## src/rtl/fp128_mul_norm_round.sv

```systemverilog
// fp128_mul_norm_round: normalise, round and pack stage for a binary128 multiplier.
// Takes the raw 226-bit significand product, the sign and the biased exponent sum. It then walks
// IDLE -> NORM -> RND -> PACK, one state per clock, and registers an IEEE binary128 result.
//
// Ports:
//   clk       rising-edge clock
//   rst_n     asynchronous active-low reset
//   ld        start pulse, sampled only in IDLE
//   prod_i    raw product of two 113-bit significands (bits [255:226] are zero)
//   sign_i    result sign
//   exp_i     signed biased exponent sum ea+eb-16383
//   rm        rounding mode (0 RNE, 1 RTZ, 2 RDN, 3 RUP, 4 RMM)
//   o         packed binary128 result, held until the next done
//   done      one-cycle completion pulse
//   busy      high whenever an operation is in flight
//   overflow, underflow, inexact  result flags, held with o
//
// Configuration: define FP128_MUL_RM_EN to honour all five rounding modes. Without it, rm is
// ignored, rounding is RNE only and overflow always yields infinity.
module fp128_mul_norm_round (
    input  logic         clk,
    input  logic         rst_n,
    input  logic         ld,
    input  logic [255:0] prod_i,
    input  logic         sign_i,
    input  logic [17:0]  exp_i,
    input  logic [2:0]   rm,
    output logic [127:0] o,
    output logic         done,
    output logic         busy,
    output logic         overflow,
    output logic         underflow,
    output logic         inexact
);

    typedef enum logic [1:0] {StIdle, StNorm, StRnd, StPack} state_e;

    localparam logic [2:0] RmRne = 3'd0;
    localparam logic [2:0] RmRtz = 3'd1;
    localparam logic [2:0] RmRdn = 3'd2;
    localparam logic [2:0] RmRup = 3'd3;
    localparam logic [2:0] RmRmm = 3'd4;

    state_e              state_q, state_d;
    logic [225:0]        prod_q, prod_d;
    logic                sign_q, sign_d;
    // Two spare bits keep the +1 adjustments and the negative range exact.
    logic signed [19:0]  exp_q, exp_d;
    logic [2:0]          rm_q, rm_d;
    logic [111:0]        frac_q, frac_d;
    logic                guard_q, guard_d;
    logic                sticky_q, sticky_d;
    logic                zero_q, zero_d;
    logic [127:0]        o_q, o_d;
    logic                done_q, done_d;
    logic                ovf_q, ovf_d;
    logic                unf_q, unf_d;
    logic                inx_q, inx_d;

    logic                rnd_inc;
    logic [112:0]        rnd_sum;
    logic                ovf_max;
    logic                unused_prod_hi;

    // The multiplier guarantees these bits are zero.
    assign unused_prod_hi = |prod_i[255:226];

`ifdef FP128_MUL_RM_EN
    always_comb begin
        rnd_inc = 1'b0;
        unique case (rm_q)
            RmRtz:   rnd_inc = 1'b0;
            RmRdn:   rnd_inc = (guard_q | sticky_q) & sign_q;
            RmRup:   rnd_inc = (guard_q | sticky_q) & ~sign_q;
            RmRmm:   rnd_inc = guard_q;
            default: rnd_inc = guard_q & (sticky_q | frac_q[0]);
        endcase
    end

    // Modes that round toward zero for this sign saturate at max finite instead of infinity.
    assign ovf_max = (rm_q == RmRtz) || ((rm_q == RmRdn) && !sign_q) ||
                     ((rm_q == RmRup) && sign_q);
`else
    logic unused_rm;

    assign unused_rm = (rm_q == RmRne) ^ (rm_q == RmRtz) ^ (rm_q == RmRdn) ^
                       (rm_q == RmRup) ^ (rm_q == RmRmm);
    assign rnd_inc   = guard_q & (sticky_q | frac_q[0]);
    assign ovf_max   = 1'b0;
`endif

    assign rnd_sum = {1'b0, frac_q} + {112'd0, rnd_inc};

    always_comb begin
        state_d  = state_q;
        prod_d   = prod_q;
        sign_d   = sign_q;
        exp_d    = exp_q;
        rm_d     = rm_q;
        frac_d   = frac_q;
        guard_d  = guard_q;
        sticky_d = sticky_q;
        zero_d   = zero_q;
        o_d      = o_q;
        done_d   = 1'b0;
        ovf_d    = ovf_q;
        unf_d    = unf_q;
        inx_d    = inx_q;

        unique case (state_q)
            StIdle: begin
                if (ld) begin
                    prod_d  = prod_i[225:0];
                    sign_d  = sign_i;
                    exp_d   = {{2{exp_i[17]}}, exp_i};
                    rm_d    = rm;
                    state_d = StNorm;
                end
            end
            StNorm: begin
                zero_d = (prod_q == '0);
                // Product of two [1,2) significands lies in [1,4): bit 225 marks the upper half.
                if (prod_q[225]) begin
                    frac_d   = prod_q[224:113];
                    guard_d  = prod_q[112];
                    sticky_d = |prod_q[111:0];
                    exp_d    = exp_q + 20'sd1;
                end else begin
                    frac_d   = prod_q[223:112];
                    guard_d  = prod_q[111];
                    sticky_d = |prod_q[110:0];
                end
                state_d = StRnd;
            end
            StRnd: begin
                // A carry out only occurs from all-ones, so the low bits of the sum are zero.
                frac_d  = rnd_sum[111:0];
                exp_d   = exp_q + {19'd0, rnd_sum[112]};
                state_d = StPack;
            end
            StPack: begin
                done_d  = 1'b1;
                state_d = StIdle;
                if (zero_q) begin
                    o_d   = {sign_q, 127'd0};
                    ovf_d = 1'b0;
                    unf_d = 1'b0;
                    inx_d = 1'b0;
                end else if (exp_q >= 20'sd32767) begin
                    o_d   = ovf_max ? {sign_q, 15'h7FFE, {112{1'b1}}}
                                    : {sign_q, 15'h7FFF, 112'd0};
                    ovf_d = 1'b1;
                    unf_d = 1'b0;
                    inx_d = 1'b1;
                end else if (exp_q <= 20'sd0) begin
                    // Flush to zero; subnormals are not produced.
                    o_d   = {sign_q, 127'd0};
                    ovf_d = 1'b0;
                    unf_d = 1'b1;
                    inx_d = 1'b1;
                end else begin
                    o_d   = {sign_q, exp_q[14:0], frac_q};
                    ovf_d = 1'b0;
                    unf_d = 1'b0;
                    inx_d = guard_q | sticky_q;
                end
            end
            default: state_d = StIdle;
        endcase
    end

    always_ff @(posedge clk or negedge rst_n) begin
        if (!rst_n) begin
            state_q  <= StIdle;
            prod_q   <= '0;
            sign_q   <= 1'b0;
            exp_q    <= '0;
            rm_q     <= '0;
            frac_q   <= '0;
            guard_q  <= 1'b0;
            sticky_q <= 1'b0;
            zero_q   <= 1'b0;
            o_q      <= '0;
            done_q   <= 1'b0;
            ovf_q    <= 1'b0;
            unf_q    <= 1'b0;
            inx_q    <= 1'b0;
        end else begin
            state_q  <= state_d;
            prod_q   <= prod_d;
            sign_q   <= sign_d;
            exp_q    <= exp_d;
            rm_q     <= rm_d;
            frac_q   <= frac_d;
            guard_q  <= guard_d;
            sticky_q <= sticky_d;
            zero_q   <= zero_d;
            o_q      <= o_d;
            done_q   <= done_d;
            ovf_q    <= ovf_d;
            unf_q    <= unf_d;
            inx_q    <= inx_d;
        end
    end

    assign o         = o_q;
    assign done      = done_q;
    assign busy      = (state_q != StIdle);
    assign overflow  = ovf_q;
    assign underflow = unf_q;
    assign inexact   = inx_q;

endmodule

```

## config.mk

```make
export PLATFORM = sky130hd
export DESIGN_NAME = fp128_mul_norm_round
export DESIGN_NICKNAME = d
export VERILOG_FILES = /design/src/rtl/fp128_mul_norm_round.sv
export SDC_FILE = /design/constraint.sdc
export NUM_CORES = 1
export LEC_CHECK = 0
export CAP_MARGIN = 20
export CELL_PAD_IN_SITES_DETAIL_PLACEMENT = 1
export CELL_PAD_IN_SITES_GLOBAL_PLACEMENT = 1
export CORE_UTILIZATION = 43
export CTS_BUF_LIST = sky130_fd_sc_hd__clkbuf_4
export DETAILED_ROUTE_END_ITERATION = 7
export PLACE_DENSITY_LB_ADDON = 0.1
export SYNTH_ARGS = -nofsm -noshare
export SYNTH_HDL_FRONTEND = slang
export SYNTH_SLANG_ARGS = --single-unit
```

## constraint.sdc

```tcl
create_clock -name clk -period 4.8 [get_ports clk]
set_clock_uncertainty 0.05 [all_clocks]
set_input_delay 1.44 -clock clk [delete_from_list [all_inputs] [get_ports clk]]
set_output_delay 1.44 -clock clk [all_outputs]
set_load 0.01 [all_outputs]
```

==> out/results.tsv <==
stage	metric	value	unit
run_status	status	finished clean	
synthesis	synth-seq-cells	496	
global_routing	grt_usage	0.317	
synthesis	avgSynthCellArea	10.7	um^2
timing	min_period	4.12	ns
drt	antenna_left	0	
final_layout	final_nets	2995	
critical_path	crit_type	register to register	
synthesis	yosys-top-cells-count	dfrtp_1 (496), mux2_2 (264), clkbuf_1 (144)	
power_and_ir_drop	p_per_area	751	mW/mm^2
drt	vias	21890	
synthesis	netlist_area	0.0246	mm^2
power_and_ir_drop	netSwitchingPower	10.2	mW
drt	routedWlPerCell	25.6	um
floorplanning	die-area	0.0581	mm^2
global_routing	grt_pass1_wl	138000	um
critical_path	crit_buf_inv	0	
synthesis	synth.top_cells.by_area	dfrtp_1 (51%), mux2_2 (12%), a22o_1 (4.3%), mux2i_1 (3.2%), a21oi_1 (2.6%)	
power_and_ir_drop	power_frac_clock	0.172	
global_routing	grt_max_degree	126	
global_routing	grt_pass1_vias	22310	
placed_design	hpwl	66600	um
timing	period_share	0.857	
critical_path	critPathCaptureType	register	
final_layout	drive_gt1_frac	0.205	
synthesis	synth_top_area_cell	dfrtp_1	
synthesis	yosysTopAreaCellShare	0.505	
synthesis	ys.flop_type	dfrtp_1	
timing	slew_violations	0	
final_layout	area_growth	26.4	%
critical_path	rr_startpoint	frac_q[0]	
drt	avgViaCountPerCell	6.13	
floorplanning	io_pins	414	
power_and_ir_drop	swShare	0.436	
critical_path	path_cells	o21a_1 -> ha_1 -> ha_1 -> nand4_2 -> nor4_2 -> nand3_1 -> nor4_1 -> ha_1 -> nand3_1 -> nor2_1 -> a22oi_1 -> o41ai_1 -> o32ai_1 -> o21ai_0	
power_and_ir_drop	p_int	13.1	mW
timing	final_hold_viol_count	0	
clock_tree	cts_root_buffer	clkbuf_4	
floorplanning	start_util	0.436	
timing	worst_slack	0.684	ns
power_and_ir_drop	p_comb_frac	0.449	
synthesis	ys_seq_area_frac	0.505	
synthesis	syn_inst	2298	
timing	setup_tns	0	ns
floorplanning	rows	87	
power_and_ir_drop	ir_drop	0.537	mV
critical_path	reg2reg_depth	14	
drt	drtPass1Iterations	6	
placed_design	place_ws	0.790	ns
critical_path	required	5.61	ns
critical_path	slowest_stage	nor4_1	
clock_tree	cts.sinks	496	
critical_path	critPathLaunchType	register	
synthesis	synth_edf_count	0	
timing	timing.fmax	243	MHz
placed_design	placedInstanceArea	0.0292	mm^2
drt	drc	0	
critical_path	slowest_delay	0.50	ns
clock_tree	hold_buffers	0	
critical_path	critical_path.startpoint	frac_q[0]	
synthesis	netlist-cell-type-count	67	
clock_tree	cts_buffers	141	
power_and_ir_drop	p_leak	12.7	nW
synthesis	async_reset_ff_frac	1.00	
final_layout	final_util	0.551	
floorplanning	die-width	241	um
critical_path	rr_endpoint	exp_q[13]	
final_layout	final_area	0.0310	mm^2
timing	relSlewSlack	0.327	
clock_tree	path_clk_slew	0.06	ns
critical_path	path_depth	14	
synthesis	yosysMostFrequentCell	dfrtp_1	
global_routing	antenna_found_initial	17	
clock_tree	cts_setup_buffers	0	
global_routing	grt_overflow_total	0	
drt	drtIter0Drc	1760	
floorplanning	core-area	0.0564	mm^2
run	maxCapViolations	0	
timing	rsz0062_at_grt	no	
timing	tightest_slew	1.00	ns
worst_hold_path	hold_path_class	register to register	
power_and_ir_drop	pwr-share-seq	0.379	
critical_path	cp.arrival	4.93	ns
placed_design	io_buffers	380	
critical_path	reg2reg_slack	0.68	ns
clock_tree	tritoncts	yes	
clock_tree	htree_num_levels	4	
clock_tree	cts_resized	0	
synthesis	synth_warnings	0	
critical_path	worst_path_most_repeated_cell	ha_1	
critical_path	cp_top_family	simple AND/OR/NAND/NOR gates	
clock_tree	clock_latency	0.99	ns
power_and_ir_drop	post-layout-total-power	23.3	mW
critical_path	critPathMaxFanout	6	
timing	finalSetupViolations	0	
floorplanning	die_height	241	um
synthesis	synth_nets	2590	
placed_design	routabilityCongestion	0.957	
drt	drt-total-wl	91500	um
critical_path	endpoint	exp_q[13]	
clock_tree	cts_buffer_depth	3	
worst_hold_path	hp-start	overflow	
-- cell usage in the layout, fill, tap and decap left out, types with 35 or more instances in the layout --
master	count
dfrtp_1	495
nand2_1	136
nor3_1	40
o21ai_0	75
mux2i_1	78
nor2_1	120
nand3_1	99
a21oi_1	130
mux2_2	264
a22o_1	120
nor4_1	98
inv_1	35
buf_4	39
clkdlybuf4s50_1	379
clkbuf_4	212
nand4_1	78
-- state kept, by name, summed over array words and instances, names as in the netlist --
signal	flops
done	1
exp_q	20
frac_q	112
guard_q	1
inexact	1
o	128
overflow	1
prod_q	226
sign_q	1
state_q	2
sticky_q	1
underflow	1
zero_q	1
-- worst register-to-register path: stages (launching register included) --
cell and delay, ns:
dfrtp_1 0.39, o21a_1 0.15, ha_1 0.21, ha_1 0.25
nand4_2 0.18, nor4_2 0.46, nand3_1 0.19, nor4_1 0.50
ha_1 0.30, nand3_1 0.22, nor2_1 0.21, a22oi_1 0.21
o41ai_1 0.37, o32ai_1 0.11, o21ai_0 0.19
-- through the flow --
step,hold WS (ns),std cells
6_report,0.434,3569
5_1_grt,0.457,3568
4_1_cts,0.400,3563
3_5_place_dp,0.431,3316
3_3_place_gp,0.432,3315
2_1_floorplan,0.424,2298
-- how the worst min path moves through the flow --
stage | endpoint | cells past startpoint
6_report | overflow | 1
4_1_cts | sign_q | 1
3_3_place_gp | overflow | 1
5_1_grt | o[119] | 1
2_1_floorplan | o[127] | 1
3_5_place_dp | overflow | 1
-- metal layers --
layer	vias up	GRT usage	part of all wire
li1	9672	-	-
met1	11114	0.441	0.44
met2	901	0.470	0.45
met3	179	0.0936	0.090
met4	24	0.107	0.026
met5	-	0	0.0016
-- cell families (layout without fill, tap and decap cells) --
kind of cell	after synthesis	count (layout)	share of synthesized area
xor gates and xnor gates	3	3	0.00107
and+or+nand+nor	707	707	0.151
other	0	6	0
muxes	342	342	0.153
AOI/OAI and AO/OA	533	533	0.152
adders and majority gates	11	11	0.00560
buffers and inverters	206	715	0.0319
DFF	496	496	0.505
-- power by group through the flow --
stage                     Combinational (mW)  Sequential (mW)  Clock, mW
final                                   10.5             8.84       4.01
after global routing                    11.3             9.11       4.34
after CTS                               10.3             8.77       4.13
after detailed placement                10.3             8.84          0
after global placement                  9.89             8.67          0
after floorplan                         6.91             7.80          0
-- layout make-up --
cell class | instances | area (um^2)
fillers | 6198 | 25300
flip-flops and latches | 496 | 12400
multi-input cells | 1596 | 11400
repair buffers | 430 | 4310
clock buffers | 212 | 1590
well taps | 756 | 946
clock inverters | 35 | 201
inverters | 38 | 144
diodes | 6 | 15.0
Note: power is estimated with default switching activity, not from simulation.
==> edit: new RTL, same flow settings <==
Add an input register stage for `ld`, `prod_i`, `sign_i`, `exp_i` and `rm`, cleared by the reset; this delays them by one clock.
--- a/src/rtl/fp128_mul_norm_round.sv
+++ b/src/rtl/fp128_mul_norm_round.sv
@@ -41,6 +41,28 @@
     localparam logic [2:0] RmRup = 3'd3;
     localparam logic [2:0] RmRmm = 3'd4;
 
+    logic ld_q;
+    logic [255:0] prod_r;
+    logic sign_r;
+    logic [17:0] exp_r;
+    logic [2:0] rm_r;
+
+    always_ff @(posedge clk or negedge rst_n) begin
+        if (!rst_n) begin
+            ld_q   <= '0;
+            prod_r <= '0;
+            sign_r <= '0;
+            exp_r  <= '0;
+            rm_r   <= '0;
+        end else begin
+            ld_q   <= ld;
+            prod_r <= prod_i;
+            sign_r <= sign_i;
+            exp_r  <= exp_i;
+            rm_r   <= rm;
+        end
+    end
+
     state_e              state_q, state_d;
     logic [225:0]        prod_q, prod_d;
     logic                sign_q, sign_d;
@@ -63,7 +85,7 @@
     logic                unused_prod_hi;
 
     // The multiplier guarantees these bits are zero.
-    assign unused_prod_hi = |prod_i[255:226];
+    assign unused_prod_hi = |prod_r[255:226];
 
 `ifdef FP128_MUL_RM_EN
     always_comb begin
@@ -109,11 +131,11 @@
 
         unique case (state_q)
             StIdle: begin
-                if (ld) begin
-                    prod_d  = prod_i[225:0];
-                    sign_d  = sign_i;
-                    exp_d   = {{2{exp_i[17]}}, exp_i};
-                    rm_d    = rm;
+                if (ld_q) begin
+                    prod_d  = prod_r[225:0];
+                    sign_d  = sign_r;
+                    exp_d   = {{2{exp_r[17]}}, exp_r};
+                    rm_d    = rm_r;
                     state_d = StNorm;
                 end
             end
Formal check against the unedited RTL: not equivalent (Yosys sat finds a counterexample within 4 cycles, from zero or initial values and one cycle with rst_n low).
==> edit against the unedited design <==
Wire length is 8.3% higher; final area is 24% higher; power is 12% higher; setup slack worse by 0.38 ns; core utilization is 0.58 points lower; area after synthesis is 26% higher; sequential cell count is 246 higher; final cell count is 16% higher; highest routed layer unchanged.
==> edit: results (changes against the unedited design) <==
min_from: "prod_r[121]$_DFF_PN0_"
dr.pass1.iters: 7  # +1
ys_seq_area_share_pct: 60.2  # +9.7 points
grt_max_degree: 135  # +7.1%
clock_latency_ns: 1.07  # +0.08 ns
hold_end: "prod_q[121]$_DFFE_PN0P_"
grt_pass1_wl_um: 155000  # +12%
dpl_cell_area_um2: 35900  # +23%
num_vias: 23700  # +8.4%
path_clk_slew_ns: 0.07
r2r_slack_ns: 0.31  # -0.38 ns
drive_gt1_share_pct: 21.2  # +0.74 points
wl_per_cell_um: 24.0  # -6.6%
grt_util_met3_pct: 6.72  # -2.6 points
final_cells: 4137  # +16%
yosysWarnings: 0  # unchanged
crit_start: "frac_q[0]$_DFFE_PN0N_"
max-slew-margin-rel_pct: 29.0  # -3.7 points
p_leak_nw: 16.1  # +27%
r2r-start: "frac_q[0]$_DFFE_PN0N_"
met2_usage_pct: 44.7  # -2.4 points
ir_drop_mv: 0.356  # -34%
cts_buffers: 194  # +38%
cts_buffer_depth: 3  # unchanged
clockRootBuffer: "clkbuf_4"
synth_fp_nets: 2852  # +10%
io_buffers: 380  # unchanged
grt_pass1_vias: 25800  # +16%
status: "finished clean"
place.gp.congestion: 0.931  # -2.7%
drtIter0Drc: 1413  # -20%
slowest_stage: "or3_1"
reg2reg_to: "exp_q[12]$_DFFE_PN0P_"
synthTopCellsByCount: "742 x dfrtp_1, 281 x mux2_2, 174 x nand2_1"
antenna_found_initial: 8  # -9
rr_worst_depth: 16  # +2
path_max_fanout: 5  # -1
grt_use_met1_pct: 36.6  # -7.5 points
synth_cell_type_count: 74  # +10%
hpwl_um: 71100  # +6.9%
ys_top_cells_by_area: "dfrtp_1 60%, mux2_2 10%, a22o_1 3.4%, mux2i_1 2.3%, a21oi_1 2.2%"
cts_resized: 0  # unchanged
nets: 3331  # +11%
fill_cells: 7346  # +19%
synth_ff_type: "dfrtp_1"
grt_use_total_pct: 27.7  # -4.0 points
synthCells: 2560  # +11%
whs_path_depth: 1  # unchanged
dp_cells: 3783  # +14%
cp.arrival_ns: 5.40  # +0.47 ns
edit: cell count changes after synthesis, moves of 9 or more:
cell,unedited run,this run
dfrtp_1,496,742
nand2_1,137,174
clkbuf_1,144,126
mux2_2,264,281
inv_1,38,54
a221o_1,16,3
buf_2,2,15
nor2_1,120,107
o22ai_1,32,43
o31ai_1,16,6
nand4_1,78,69
edit: stage by stage:
stage,power (mW),hold slack [ns],setup slack [ns],util [%]
floorplan,16.6,0.391,1.09,-
global placement,20.3,0.409,0.519,51.0
detailed placement,20.8,0.415,0.346,51.0
CTS,26.4,0.355,0.306,54.5
global route,27.9,0.403,0.0000568,54.5
finish,26.2,0.416,0.306,54.5
edit: layout make-up:
| cell class | instances | area [um2] | share of cell area (%) |
|---|---|---|---|
| Inverter | 55 | 210 | 0.547 |
| Sequential cell | 742 | 18600 | 48.3 |
| Antenna cell | 3 | 7.51 | 0.0195 |
| Multi-Input combinational cell | 1598 | 11500 | 29.8 |
| Clock inverter | 84 | 465 | 1.21 |
| Clock buffer | 267 | 2000 | 5.22 |
| Timing Repair Buffer | 448 | 4520 | 11.8 |
| Tap cell | 940 | 1180 | 3.06 |
edit: how the worst max path moves through the flow:
stage	end	cells after the start
floorplan	exp_q[12]$_DFFE_PN0P_	17
global placement	exp_q[12]$_DFFE_PN0P_	16
detailed placement	exp_q[12]$_DFFE_PN0P_	16
CTS	exp_q[12]$_DFFE_PN0P_	16
global route	exp_q[12]$_DFFE_PN0P_	16
finish	exp_q[12]$_DFFE_PN0P_	16
edit: layer usage:
| layer | up-vias | share of wire [%] |
|---|---|---|
| met5 | - | 0.063 |
| met4 | 10 | 2.6 |
| met3 | 179 | 6.4 |
| met2 | 701 | 48 |
| met1 | 12200 | 43 |
| li1 | 10600 | - |
edit: cell families (layout without fill, tap and decap cells):
family          after synthesis  after routing  synth area share (%)
xor+xnor                      6              6                 0.170
compound gates              512            512                  11.3
simple gates                716            716                  12.5
other cells                   0              3                     0
flops                       742            742                  60.2
mux                         353            353                  12.6
fa+ha+maj                    11             11                 0.446
buf+inv                     220            854                  2.75
edit: report_power, final:
part	total, mW	internal (mW)	switching, mW
sequential	10.7	8.35	2.40
combinational	10.0	4.54	5.48
clock	5.40	2.65	2.75
